==> src/rtl/decoder_scan_nx.sv <==
// decoder_scan_nx: registered N-to-2^N active-low one-hot decoder with auto-scan, wrap pulse and status index.
// Optional break-before-make blanking on index change: define DEC_BREAK_BEFORE_MAKE_EN.
`default_nettype none

module decoder_scan_nx #(
    parameter int SEL_W   = 2,
    parameter int DWELL_W = 8
) (
    input  logic                 clk,
    input  logic                 rst,
    input  logic                 en_n,
    input  logic                 mode,
    input  logic [SEL_W-1:0]     sel,
    input  logic                 load,
    input  logic [DWELL_W-1:0]   dwell,
    output logic [2**SEL_W-1:0]  y_out_n,
    output logic [SEL_W-1:0]     cur_idx,
    output logic                 active,
    output logic                 wrap
);

    localparam int                OUT_N   = 2**SEL_W;
    localparam logic [OUT_N-1:0]  ONE     = {{(OUT_N-1){1'b0}}, 1'b1};
    localparam logic [SEL_W-1:0]  IDX_MAX = {SEL_W{1'b1}};

    typedef enum logic [1:0] {
        S_IDLE  = 2'd0,
        S_DWELL = 2'd1,
        S_STEP  = 2'd2
    } state_t;

    state_t               state, state_nx;
    logic [SEL_W-1:0]     idx, idx_nx;
    logic [DWELL_W-1:0]   cnt, cnt_nx;
    logic [OUT_N-1:0]     y_nx;
    logic [SEL_W-1:0]     cur_nx;
    logic                 act_nx;
    logic                 wrap_nx;
    logic                 show;
`ifdef DEC_BREAK_BEFORE_MAKE_EN
    logic                 blank, blank_nx;
`endif

    always_ff @(posedge clk or posedge rst) begin
        if (rst) begin
            state   <= S_IDLE;
            idx     <= '0;
            cnt     <= '0;
            y_out_n <= '1;
            cur_idx <= '0;
            active  <= 1'b0;
            wrap    <= 1'b0;
`ifdef DEC_BREAK_BEFORE_MAKE_EN
            blank   <= 1'b0;
`endif
        end else begin
            state   <= state_nx;
            idx     <= idx_nx;
            cnt     <= cnt_nx;
            y_out_n <= y_nx;
            cur_idx <= cur_nx;
            active  <= act_nx;
            wrap    <= wrap_nx;
`ifdef DEC_BREAK_BEFORE_MAKE_EN
            blank   <= blank_nx;
`endif
        end
    end

    // Disabled cycles hold idx/cnt/state so the scan resumes mid-dwell.
    always_comb begin
        state_nx = state;
        idx_nx   = idx;
        cnt_nx   = cnt;
        show     = 1'b0;
        y_nx     = '1;
        act_nx   = 1'b0;
        wrap_nx  = 1'b0;
        cur_nx   = cur_idx;
`ifdef DEC_BREAK_BEFORE_MAKE_EN
        blank_nx = blank;
`endif
        if (!en_n) begin
            if (!mode) begin
                state_nx = S_IDLE;
                idx_nx   = sel;
                cnt_nx   = '0;
`ifdef DEC_BREAK_BEFORE_MAKE_EN
                show     = (sel == idx);
                blank_nx = 1'b0;
`else
                show     = 1'b1;
`endif
            end else if (load) begin
                state_nx = S_DWELL;
                idx_nx   = sel;
                cnt_nx   = '0;
`ifdef DEC_BREAK_BEFORE_MAKE_EN
                show     = (sel == idx);
                blank_nx = (sel != idx);
`else
                show     = 1'b1;
`endif
            end else if (state == S_IDLE) begin
                // Entry cycle presents the current index with a fresh count.
                state_nx = S_DWELL;
                cnt_nx   = '0;
                show     = 1'b1;
`ifdef DEC_BREAK_BEFORE_MAKE_EN
                blank_nx = 1'b0;
`endif
            end
`ifdef DEC_BREAK_BEFORE_MAKE_EN
            else if (blank) begin
                state_nx = S_DWELL;
                blank_nx = 1'b0;
                show     = 1'b1;
            end
`endif
            else if (cnt >= dwell) begin
                state_nx = S_STEP;
                idx_nx   = idx + SEL_W'(1);
                cnt_nx   = '0;
                wrap_nx  = (idx == IDX_MAX);
`ifdef DEC_BREAK_BEFORE_MAKE_EN
                blank_nx = 1'b1;
                show     = 1'b0;
`else
                show     = 1'b1;
`endif
            end else begin
                state_nx = S_DWELL;
                cnt_nx   = cnt + DWELL_W'(1);
                show     = 1'b1;
            end
            cur_nx = idx_nx;
            act_nx = show;
            if (show) begin
                y_nx = ~(ONE << idx_nx);
            end
        end
    end

endmodule

`default_nettype wire

==> config.mk <==
export PLATFORM = sky130hd
export DESIGN_NAME = decoder_scan_nx
export DESIGN_NICKNAME = d
export VERILOG_FILES = /design/src/rtl/decoder_scan_nx.sv
export SDC_FILE = /design/constraint.sdc
export NUM_CORES = 1
export LEC_CHECK = 0
export CAP_MARGIN = 40
export CORE_MARGIN = 4
export CORE_UTILIZATION = 28
export CTS_BUF_LIST = sky130_fd_sc_hd__clkbuf_2 sky130_fd_sc_hd__clkbuf_4 sky130_fd_sc_hd__clkbuf_8
export DETAILED_ROUTE_END_ITERATION = 7
export MAX_ROUTING_LAYER = met4
export SETUP_SLACK_MARGIN = 0.02
export SYNTH_ARGS = -nofsm -noshare
export SYNTH_HDL_FRONTEND = slang
export SYNTH_SLANG_ARGS = --single-unit
==> constraint.sdc <==
create_clock -name clk -period 2.85 [get_ports clk]
set_clock_uncertainty 0.2 [all_clocks]
set_input_delay 0.4275 -clock clk [delete_from_list [all_inputs] [get_ports clk]]
set_output_delay 0.4275 -clock clk [all_outputs]
set_load 0.01 [all_outputs]
==> out/metrics.csv, run 1 <==
stage;metric;value;unit
outcome;status;finished, final reports clean;
placement;IO Port Bufs;22;
synthesis;post-synth cell types;39;
cts;cts bufs inserted;3;
critical_path;Reg2Reg Setup Slack;0.45;ns
critical_path;CP Data Arrival Time;2.51;ns
power;P_leak;0.671;nW
critical_path;CP top delay family;compound AO/OA/AOI/OAI gates;
critical_path;Worst EP required;2.82;ns
cells_and_area;commonest non-fill, non-tap cells in the layout;22 x clkdlybuf4s50_1, 14 x dfrtp_1, 11 x inv_1;
cts;CTS Hold Bufs;0;
synthesis;fraction of the mapped netlist area in compound gates;21.7;%
route;DR pass1 iterations;4;
hold_path;Min-Delay Path Depth;2;
critical_path;r2r endpoint;cnt[4]$_DFFE_PP0N_;
grt;gr ovfl total;0;
critical_path;R2R cell count;8;
placement;DP Wirelength;1950;um
die;chip width;70.7;um
cts;CTS clk-pin slew, worst paths;0.08;ns
placement;GPL Wtd Cong;0.838;
route;# DRC;0;
synthesis;Post-Synth Adder-Cell Area;11.4;%
power;Final Power;596;uW
route;total routed wirelength;2520;um
placement;Cell Area, Placed;0.00141;sq mm
cells_and_area;final core utilization;39.1;%
grt;first-pass GRT wire length;4260;um
flow_run;Maximum Capacitance Violations;0;
sta;Slew Viols, Final;0;
cts;clk_lat worst skew;0.26;ns
route;Via Count;1015;
synthesis;Post-synth EDFFs;0;
critical_path;Startpoint Class;input pin;
route;Vias/cell;5.26;
cells_and_area;final instance area;0.00146;sq mm
die;die area;0.00500;sq mm
cells_and_area;most common cell after layout, fill and taps aside;clkdlybuf4s50_1;
die;Die H;70.7;um
synthesis;largest family of logic cells by synthesized area;compound AO/OA/AOI/OAI gates;
critical_path;crit path max fanout;9;
route;mean routed wirelength per cell;13.0;um
hold_path;min-delay src;state[0]$_DFFE_PP0N_;
cells_and_area;area grow syn2layout;32.8;%
grt;antenna violations before repair;0;
critical_path;WS Path Type;input pin to flip-flop;
grt;total track usage;10.7;%
critical_path;Reg2Reg Launch Point;cnt[0]$_DFFE_PP0N_;
die;Core Area;0.00374;sq mm
synthesis;top_reg_cell synth;dfrtp_1;
synthesis;Mapped Cells;116;
synthesis;synthesis-stage register bit count;18;
die;IO Pins;23;
synthesis;proportion of synthesized area in mux cells;1.02;%
cts;postcts setup bufs;0;
synthesis;mapped cell area;0.00110;sq mm
power;worst vdd ir;0.160;mV
route;Post-DRT Antenna Nets;0;
sta;Hold Violations, Final;0;
sta;worst rel slew slack;54.6;%
cells_and_area;# nets final;171;
critical_path;Slowest-stage cell, CP;a2111o_1;
sta;fin crit period;2.54;ns
synthesis;Synth async-reset ratio;100;%
die;Initial Util;29.4;%
synthesis;Post-Syn Nets;141;
critical_path;Critical Path, Cell by Cell;clkdlybuf4s50_1, ha_1, nand2b_1, a2111o_1, a211oi_2, buf_4, a41oi_1, a31oi_1;
critical_path;WP buf/inv;2;
synthesis;post-synthesis simple-gate area fraction;17.9;%
sta;Final Cycle Share;89.0;%
power;pwr dens;407;mW/mm^2
cts;CTS max path bufs;2;
cts;H-tree depth;1;
sta;Finish-stage setup viols;0;
sta;Worst Tran Pin Value;0.681;ns
critical_path;Critical Path End Type;flip-flop;
synthesis;Post-Synth XOR/XNOR Area;1.59;%
sta;RSZ-0062 raised after global routing;no;
hold_path;hold path endpoint;state[0]$_DFFE_PP0N_;
cells_and_area;layout cell share with drive strength beyond 1;11.7;%
hold_path;HP Class;flip-flop to flip-flop;
sta;FMAX;394;MHz
cts;CTS Root Cell;clkbuf_8;
cells_and_area;antenna cell count;0;
grt;vias in the first global route;990;
synthesis;yosys warns;0;
die;# rows;22;
cts;post-cts resize count;0;
critical_path;crit-path max cell delay;0.46;ns
grt;largest net degree at the start of global routing;19;
synthesis;sequential share of the synthesized area;41.3;%
cts;Num Clock Sinks;18;
route;Detailed Route Iter0 Violations;30;
cts;TritonCTS clock tree;done;
sta;final setup TNS;0;ns
synthesis;Syn Area/Cell;9.50;sq um
[layer usage]
layer | part of all wire (%) | vias to the layer above | track usage, %
li1 | - | 485 | -
met1 | 47 | 478 | 13.8
met2 | 46 | 48 | 16.4
met3 | 7.1 | 4 | 1.99
met4 | 0.68 | 0 | 4.38
met5 | 0 | - | -
[how the worst max path moves through the flow]
stage | start | end | slack (ns) | cells past startpoint
after detailed placement | dwell[0] | cnt[4]$_DFFE_PP0N_ | 0.03 | 8
final | dwell[0] | cnt[4]$_DFFE_PP0N_ | 0.31 | 8
after floorplan | dwell[0] | y_out_n[0]$_DFF_PP1_ | 0.64 | 6
after CTS | dwell[0] | cnt[4]$_DFFE_PP0N_ | 0.29 | 8
after global routing | dwell[0] | cnt[4]$_DFFE_PP0N_ | 0.18 | 8
after global placement | dwell[0] | cnt[4]$_DFFE_PP0N_ | 0.09 | 8
[cell families (layout without fill, tap and decap cells)]
family,count (synthesis),after routing
buffers and inverters,14,43
muxes,1,1
AOI/OAI and AO/OA,33,33
xor gates and xnor gates,2,2
and+or+nand+nor,38,38
DFF,18,18
adders and majority gates,10,10
[sequential cells by signal (all words and copies together), names as in the netlist]
| name | cells |
|---|---|
| y_out_n | 4 |
| active | 1 |
| cnt | 8 |
| wrap | 1 |
| idx | 2 |
| state | 2 |
[where the power goes]
group	leakage (nW)	switching, mW	internal, mW
clock network	0.0288	0.0900	0.123
logic	0.414	0.0502	0.0571
registers	0.228	0.00825	0.268
[cells in the mapped netlist (2+ instances only)]
cell type,number,area (sq um)
dfrtp_1,14,350
or2b_1,2,15.0
nand3_1,6,30.0
nor2_1,7,26.3
a31oi_1,6,37.5
a22o_1,3,26.3
ha_1,10,125
o21ai_0,2,10.0
dfstp_2,4,105
o31ai_1,2,15.0
a21oi_1,7,35.0
and3_1,5,31.3
o211ai_1,2,15.0
nand2_1,9,33.8
inv_1,11,41.3
nand2b_1,3,18.8
[per-stage QoR]
| stage | hold slack, ns | cells | worst slack [ns] |
|---|---|---|---|
| after floorplan | 0.163 | 116 | 0.641 |
| after global placement | 0.276 | 189 | 0.0851 |
| after detailed placement | 0.286 | 189 | 0.0268 |
| after CTS | 0.302 | 193 | 0.289 |
| after global routing | 0.339 | 193 | 0.182 |
| final | 0.299 | 193 | 0.312 |
[area by class of cell]
type | count | area (sq um)
inverter | 12 | 45.0
sequential | 18 | 455
fill | 374 | 2280
tap | 48 | 60.1
multi-input combinational | 84 | 591
timing repair buffer | 27 | 258
clock buffer | 4 | 55.1
[worst reg2reg max path, delay by kind of cell, from the launching register on]
| kind | cells | cell delay [ns] |
|---|---|---|
| buf+inv | 2 | 0.32 |
| simple gates | 1 | 0.13 |
| flops | 1 | 0.40 |
| compound gates | 4 | 1.04 |
| fa+ha+maj | 1 | 0.22 |
Note: power is estimated with default switching activity, not from simulation.
==> run 2: changes to the inputs <==
Settings changed: CORE_MARGIN 4 to 5.
==> run 2 against run 1 <==
Sequential power is essentially flat. Register-to-register slack about the same. Die area up 5.7%. Wire length grew 5.1%. Sequential cell count did not move. Sequential share of layout area grew 0.16 points. Largest cell class unchanged. Via count shrank 1.4%. Hold slack is essentially flat. Critical endpoint unchanged. Highest routed layer unchanged. Combinational power is essentially flat. Global-route usage increased by 0.72 points. Non-clock buffer count decreased by 1. Largest power group unchanged.
==> out/metrics.csv, run 2 (same netlist as run 1, synthesis figures left out) <==
stage;metric;value;unit;change
route;Post-DRT Antenna Nets;0;;unchanged
cts;CTS Root Cell;clkbuf_8;;
grt;largest net degree at the start of global routing;19;;unchanged
sta;fin crit period;2.57;ns;+0.0273 ns
cells_and_area;# nets final;170;;-0.58%
cells_and_area;antenna cell count;0;;unchanged
die;# rows;22;;unchanged
critical_path;crit-path max cell delay;0.47;ns;about the same
grt;antenna violations before repair;0;;unchanged
cts;CTS max path bufs;2;;unchanged
critical_path;CP Data Arrival Time;2.54;ns;+0.03 ns
critical_path;WP buf/inv;2;;unchanged
placement;dpl ws;0.00626;ns;-0.0206 ns
sta;final setup TNS;0;ns;unchanged
route;Via Count;1001;;-1.4%
sta;Hold Violations, Final;0;;unchanged
cts;H-tree depth;1;;unchanged
sta;Worst Tran Pin Value;0.700;ns;+0.0190 ns
power;pwr dens;407;mW/mm^2;-0.21%
cts;Num Clock Sinks;18;;unchanged
sta;Finish-stage setup viols;0;;unchanged
power;worst vdd ir;0.192;mV;+20%
power;P_leak;0.666;nW;-0.76%
grt;vias in the first global route;1107;;+12%
route;mean routed wirelength per cell;13.8;um;+5.7%
cells_and_area;max reg flops;8;;unchanged
hold_path;min-delay src;state[0]$_DFFE_PP0N_;;
cells_and_area;Largest Register;cnt;;
cells_and_area;final instance area;0.00146;sq mm;-0.51%
route;DR pass1 iterations;4;;unchanged
route;Detailed Route Iter0 Violations;52;;+73%
cells_and_area;most common cell after layout, fill and taps aside;clkdlybuf4s50_1;;
die;chip width;72.7;um;+2.8%
sta;fin worst setup slack;0.285;ns;-0.0273 ns
route;# DRC;0;;unchanged
cts;TritonCTS clock tree;done;;
cells_and_area;layout cell share with drive strength beyond 1;11.1;%;-0.61 points
cts;CTS clk-pin slew, worst paths;0.07;ns;about the same
critical_path;Startpoint Class;input pin;;
outcome;status;finished, final reports clean;;
critical_path;CP top delay family;compound AO/OA/AOI/OAI gates;;
placement;GPL Wtd Cong;0.821;;-2.0%
critical_path;crit path max fanout;9;;unchanged
die;Core Area;0.00374;sq mm;unchanged
placement;IO Port Bufs;22;;unchanged
critical_path;Setup crit start;dwell[0];;
critical_path;Worst EP required;2.82;ns;about the same
cells_and_area;commonest non-fill, non-tap cells in the layout;22 x clkdlybuf4s50_1, 14 x dfrtp_1, 11 x inv_1;;
die;die area;0.00529;sq mm;+5.7%
route;Vias/cell;5.21;;-0.87%
placement;# placed instances;188;;-0.53%
cells_and_area;Cell Count, Final, Fillers Out;192;;-0.52%
sta;RSZ-0062 raised after global routing;no;;
sta;FMAX;390;MHz;-1.1%
cts;post-cts resize count;0;;unchanged
cts;postcts setup bufs;0;;unchanged
die;Die H;72.7;um;+2.8%
cells_and_area;Largest regs;cnt x8, y_out_n x4;;
grt;total track usage;11.4;%;+0.72 points
placement;DP Wirelength;2090;um;+7.1%
critical_path;Critical Path, Cell by Cell;clkdlybuf4s50_1, ha_1, nand2b_1, a2111o_1, a211oi_2, buf_4, a41oi_1, a31oi_1;;
hold_path;HP Class;flip-flop to flip-flop;;
sta;Final Cycle Share;90.0;%;+0.96 points
sta;worst rel slew slack;53.3;%;-1.3 points
cts;clk_lat worst skew;0.25;ns;about the same
die;Initial Util;29.4;%;unchanged
critical_path;Critical Path End Type;flip-flop;;
grt;gr ovfl total;0;;unchanged
cts;CTS Hold Bufs;0;;unchanged
grt;first-pass GRT wire length;4660;um;+9.4%
sta;Slew Viols, Final;0;;unchanged
die;IO Pins;23;;unchanged
route;total routed wirelength;2650;um;+5.1%
flow_run;Maximum Capacitance Violations;0;;unchanged
critical_path;Reg2Reg Launch Point;cnt[0]$_DFFE_PP0N_;;
cts;cts bufs inserted;3;;unchanged
placement;Cell Area, Placed;0.00140;sq mm;-0.53%
critical_path;Slowest-stage cell, CP;a2111o_1;;
critical_path;WS Path Type;input pin to flip-flop;;
cells_and_area;area grow syn2layout;32.1;%;
-- run 2: changes by cell type in the layout (fill, tap and decap cells not counted) --
| cell | previous run | this run |
|---|---|---|
| buf_4 | 5 | 4 |
-- run 2: worst reg2reg max path: stages (launching register included) --
cell and delay (ns):
dfrtp_1 0.39, inv_1 0.09, ha_1 0.23, nand2b_1 0.14, a2111o_1 0.47, a211oi_2 0.30
buf_4 0.22, a41oi_1 0.12, a31oi_1 0.17
-- run 2: area by class of cell --
cell class	count	area, sq um
fillers	395	2290
multi-input cells	84	591
flip-flops and latches	18	455
repair buffers	26	250
well taps	48	60.1
clock buffers	4	55.1
inverters	12	45.0
-- run 2: final timing paths --
| check | to | slack, ns | cells after the start |
|---|---|---|---|
| worst min-delay path | state[0]$_DFFE_PP0N_ | 0.30 | 2 |
| min in group asynchronous | idx[1]$_DFFE_PP0N_ | 0.39 | 2 |
| max in group asynchronous | cnt[0]$_DFFE_PP0N_ | 1.61 | 2 |
| worst max register to register | cnt[4]$_DFFE_PP0N_ | 0.44 | 8 |
| worst max-delay path | cnt[4]$_DFFE_PP0N_ | 0.28 | 8 |
| worst min register to register | state[0]$_DFFE_PP0N_ | 0.30 | 2 |
-- run 2: where the power goes --
group          internal (mW)  switching [mW]  total (mW)
sequential             0.268         0.00826       0.276
clock                  0.123          0.0847       0.207
combinational         0.0567          0.0515       0.108
-- run 2: stage by stage --
step	util (%)	hold slack, ns	power, mW
finish	38.9	0.299	0.592
global route	38.9	0.336	0.627
CTS	38.9	0.308	0.600
detailed placement	37.4	0.292	0.390
global placement	37.4	0.276	0.386
floorplan	-	0.163	0.335
-- run 2: metal layers --
metal  global-route usage, %  wire (um)
met1                    13.4       1220
met2                    17.8       1210
met3                    2.62        167
met4                    6.15         44
met5                       -          0
==> run 3: changes to the inputs <==
--- a/config.mk
+++ b/config.mk
@@ -6,5 +6,4 @@
 export NUM_CORES = 1
 export LEC_CHECK = 0
-export CAP_MARGIN = 40
 export CORE_MARGIN = 5
 export CORE_UTILIZATION = 28
==> constraint.sdc (replaced) <==
create_clock -name clk -period 2.3 [get_ports clk]
set_clock_uncertainty 0.2 [all_clocks]
set_input_delay 0.345 -clock clk [delete_from_list [all_inputs] [get_ports clk]]
set_output_delay 0.345 -clock clk [all_outputs]
set_load 0.1 [all_outputs]
==> run 3 against run 2 <==
Non-clock buffer count is 14 higher. Core utilization is 5.7 points higher. Via count is 8.5% higher. Hold slack better by 0.0028 ns. Register-to-register slack worse by 0.39 ns. Count of clock-buffer cells in the layout stayed put. Global-route usage is 0.062 points higher. Cell count is 7.3% higher. Sequential cell count stayed put. Clock power is 28% higher. Die area stayed put. Critical path type is now flip-flop to flip-flop. Critical endpoint is now y_out_n[2]$_DFF_PP1_.
==> out/metrics.csv, run 3 (same netlist as run 1, synthesis figures left out) <==
stage;metric;value;unit;change
cts;cts bufs inserted;3;;unchanged
cells_and_area;most common cell after layout, fill and taps aside;buf_4;;
sta;FMAX;444;MHz;
route;Detailed Route Iter0 Violations;31;;-40%
cells_and_area;layout cell share with drive strength beyond 1;35.4;%;+24 points
sta;Finish-stage setup viols;0;;unchanged
critical_path;Slowest-stage cell, CP;a2111o_1;;
outcome;status;finished, final reports clean;;
sta;Slew Viols, Final;0;;unchanged
cells_and_area;Largest Register;cnt;;
cells_and_area;max reg flops;8;;unchanged
cells_and_area;commonest non-fill, non-tap cells in the layout;24 x buf_4, 14 x dfrtp_1, 11 x clkdlybuf4s50_1;;
power;P_leak;0.764;nW;+15%
power;Sw Share;31.7;%;+7.3 points
grt;vias in the first global route;1093;;-1.3%
cells_and_area;area grow syn2layout;51.4;%;
die;IO Pins;23;;unchanged
power;pwr dens;502;mW/mm^2;+24%
route;# DRC;0;;unchanged
cts;clk_lat worst skew;0.25;ns;about the same
critical_path;Reg2Reg Setup Slack;0.05;ns;-0.39 ns
cts;CTS Root Cell;clkbuf_8;;
cells_and_area;# nets final;184;;+8.2%
die;chip width;72.7;um;unchanged
sta;Final Cycle Share;97.9;%;
route;DR pass1 iterations;5;;+1
power;internal power;572;uW;+28%
grt;antenna violations before repair;0;;unchanged
route;Vias/cell;5.27;;+1.1%
sta;RSZ-0062 raised after global routing;yes;;
critical_path;crit path max fanout;3;;-6
cts;Num Clock Sinks;18;;unchanged
route;mean routed wirelength per cell;14.0;um;+1.7%
route;Via Count;1086;;+8.5%
cells_and_area;area of the multi-input gates;711;sq um;+20%
cts;CTS max path bufs;2;;unchanged
sta;worst rel slew slack;53.1;%;-0.17 points
cells_and_area;Layout fillers;365;;-7.6%
power;Flop pwr share;40.8;%;-5.9 points
power;Sw Pwr;266;uW;+84%
sta;fin crit period;2.25;ns;
cts;TritonCTS clock tree;done;;
sta;Worst Tran Pin Value;0.703;ns;+0.00262 ns
critical_path;crit-path max cell delay;0.46;ns;about the same
placement;GPL Wtd Cong;0.879;;+7.0%
power;worst vdd ir;0.245;mV;+28%
die;Die H;72.7;um;unchanged
route;total routed wirelength;2890;um;+9.1%
grt;total track usage;11.4;%;+0.062 points
placement;DP Wirelength;2010;um;-3.7%
sta;fin worst setup slack;0.0480;ns;-0.237 ns
cts;CTS clk-pin slew, worst paths;0.07;ns;about the same
critical_path;CP Data Arrival Time;2.22;ns;-0.32 ns
die;Core Area;0.00374;sq mm;unchanged
cells_and_area;antenna cell count;0;;unchanged
cells_and_area;final core utilization;44.6;%;+5.7 points
power;clock network fraction of total power;31.6;%;-3.4 points
placement;IO Port Bufs;22;;unchanged
cells_and_area;storage element area;455;sq um;unchanged
grt;largest net degree at the start of global routing;19;;unchanged
die;die area;0.00529;sq mm;unchanged
critical_path;Worst EP required;2.27;ns;-0.55 ns
route;Post-DRT Antenna Nets;0;;unchanged
critical_path;Startpoint Class;flip-flop;;
hold_path;HP Class;input pin to async pin;;
placement;dpl ws;-0.407;ns;-0.413 ns
grt;first-pass GRT wire length;4710;um;+1.2%
die;# rows;22;;unchanged
die;Initial Util;29.4;%;unchanged
sta;Hold Violations, Final;0;;unchanged
cts;CTS Hold Bufs;0;;unchanged
sta;final setup TNS;0;ns;unchanged
critical_path;Critical Path End Type;flip-flop;;
power;Comb power frac;27.6;%;+9.3 points
critical_path;WS Path Type;flip-flop to flip-flop;;
critical_path;Critical Path, Cell by Cell;inv_2, ha_4, nand2b_4, a2111o_1, buf_6, a211o_1, and3_4, o211ai_1;;
cells_and_area;Largest regs;cnt x8, y_out_n x4;;
flow_run;Maximum Capacitance Violations;0;;unchanged
cts;H-tree depth;1;;unchanged
grt;gr ovfl total;0;;unchanged
==> run 3: cell types whose count changed in the layout (fill, tap and decap cells not counted), sizes merged <==
cell,before,now
dlymetal6s2s,0,1
buf,4,26
dlygate4sd2,0,2
clkdlybuf4s50,22,11
==> run 3: metrics by stage <==
step | hold WS [ns] | cells | power [mW] | cell area, sq um
3_5_place_dp | 0.283 | 197 | 0.551 | 1450
4_1_cts | 0.298 | 203 | 0.815 | 1540
3_3_place_gp | 0.277 | 197 | 0.549 | 1450
6_report | 0.302 | 206 | 0.838 | 1670
2_1_floorplan | 0.0807 | 116 | 0.482 | 1100
5_1_grt | 0.343 | 206 | 0.881 | 1670
==> run 3: routing by layer <==
| metal | track usage, % | vias to the layer above | wire length, um |
|---|---|---|---|
| li1 | - | 510 | - |
| met1 | 14.3 | 523 | 1320 |
| met2 | 18.4 | 45 | 1370 |
| met3 | 1.93 | 8 | 134 |
| met4 | 4.30 | 0 | 62 |
| met5 | - | - | 0 |
==> run 3: worst paths after layout <==
check	startpoint	endpoint	depth (start not counted)
setup / recovery	cnt[0]$_DFFE_PP0N_	y_out_n[2]$_DFF_PP1_	8
hold / removal	rst	cnt[2]$_DFFE_PP0N_	2
setup reg to reg	cnt[0]$_DFFE_PP0N_	y_out_n[2]$_DFF_PP1_	8
hold reg to reg	state[0]$_DFFE_PP0N_	state[0]$_DFFE_PP0N_	2
max in group asynchronous	rst	idx[1]$_DFFE_PP0N_	2
min in group clk	state[0]$_DFFE_PP0N_	state[0]$_DFFE_PP0N_	2
==> run 3: final cells by class <==
| class | count | area share [%] |
|---|---|---|
| clock buffers | 4 | 3.30 |
| inverters | 12 | 2.70 |
| multi-input cells | 84 | 42.6 |
| flip-flops and latches | 18 | 27.3 |
| well taps | 48 | 3.60 |
| repair buffers | 40 | 20.5 |
==> run 3: timing repair <==
action	CTS	global route
buffers inserted	2	3
gates cloned	0	0
endpoints found under the setup margin	14	13
gates resized for setup	9	17
pin swaps	6	7
==> run 3: worst max-delay path, delay by kind of cell, from the launching register on <==
family / cells / cell delay [ns]
simple gates: 2 / 0.30
flops: 1 / 0.39
buf+inv: 2 / 0.25
compound gates: 3 / 0.83
fa+ha+maj: 1 / 0.20
==> run 3: power by group through the flow <==
stage	clock network, mW	registers, mW	logic (mW)
global route	0.290	0.343	0.248
floorplan	0	0.418	0.0644
global placement	0	0.347	0.201
detailed placement	0	0.347	0.204
finish	0.265	0.342	0.231
CTS	0.267	0.342	0.206
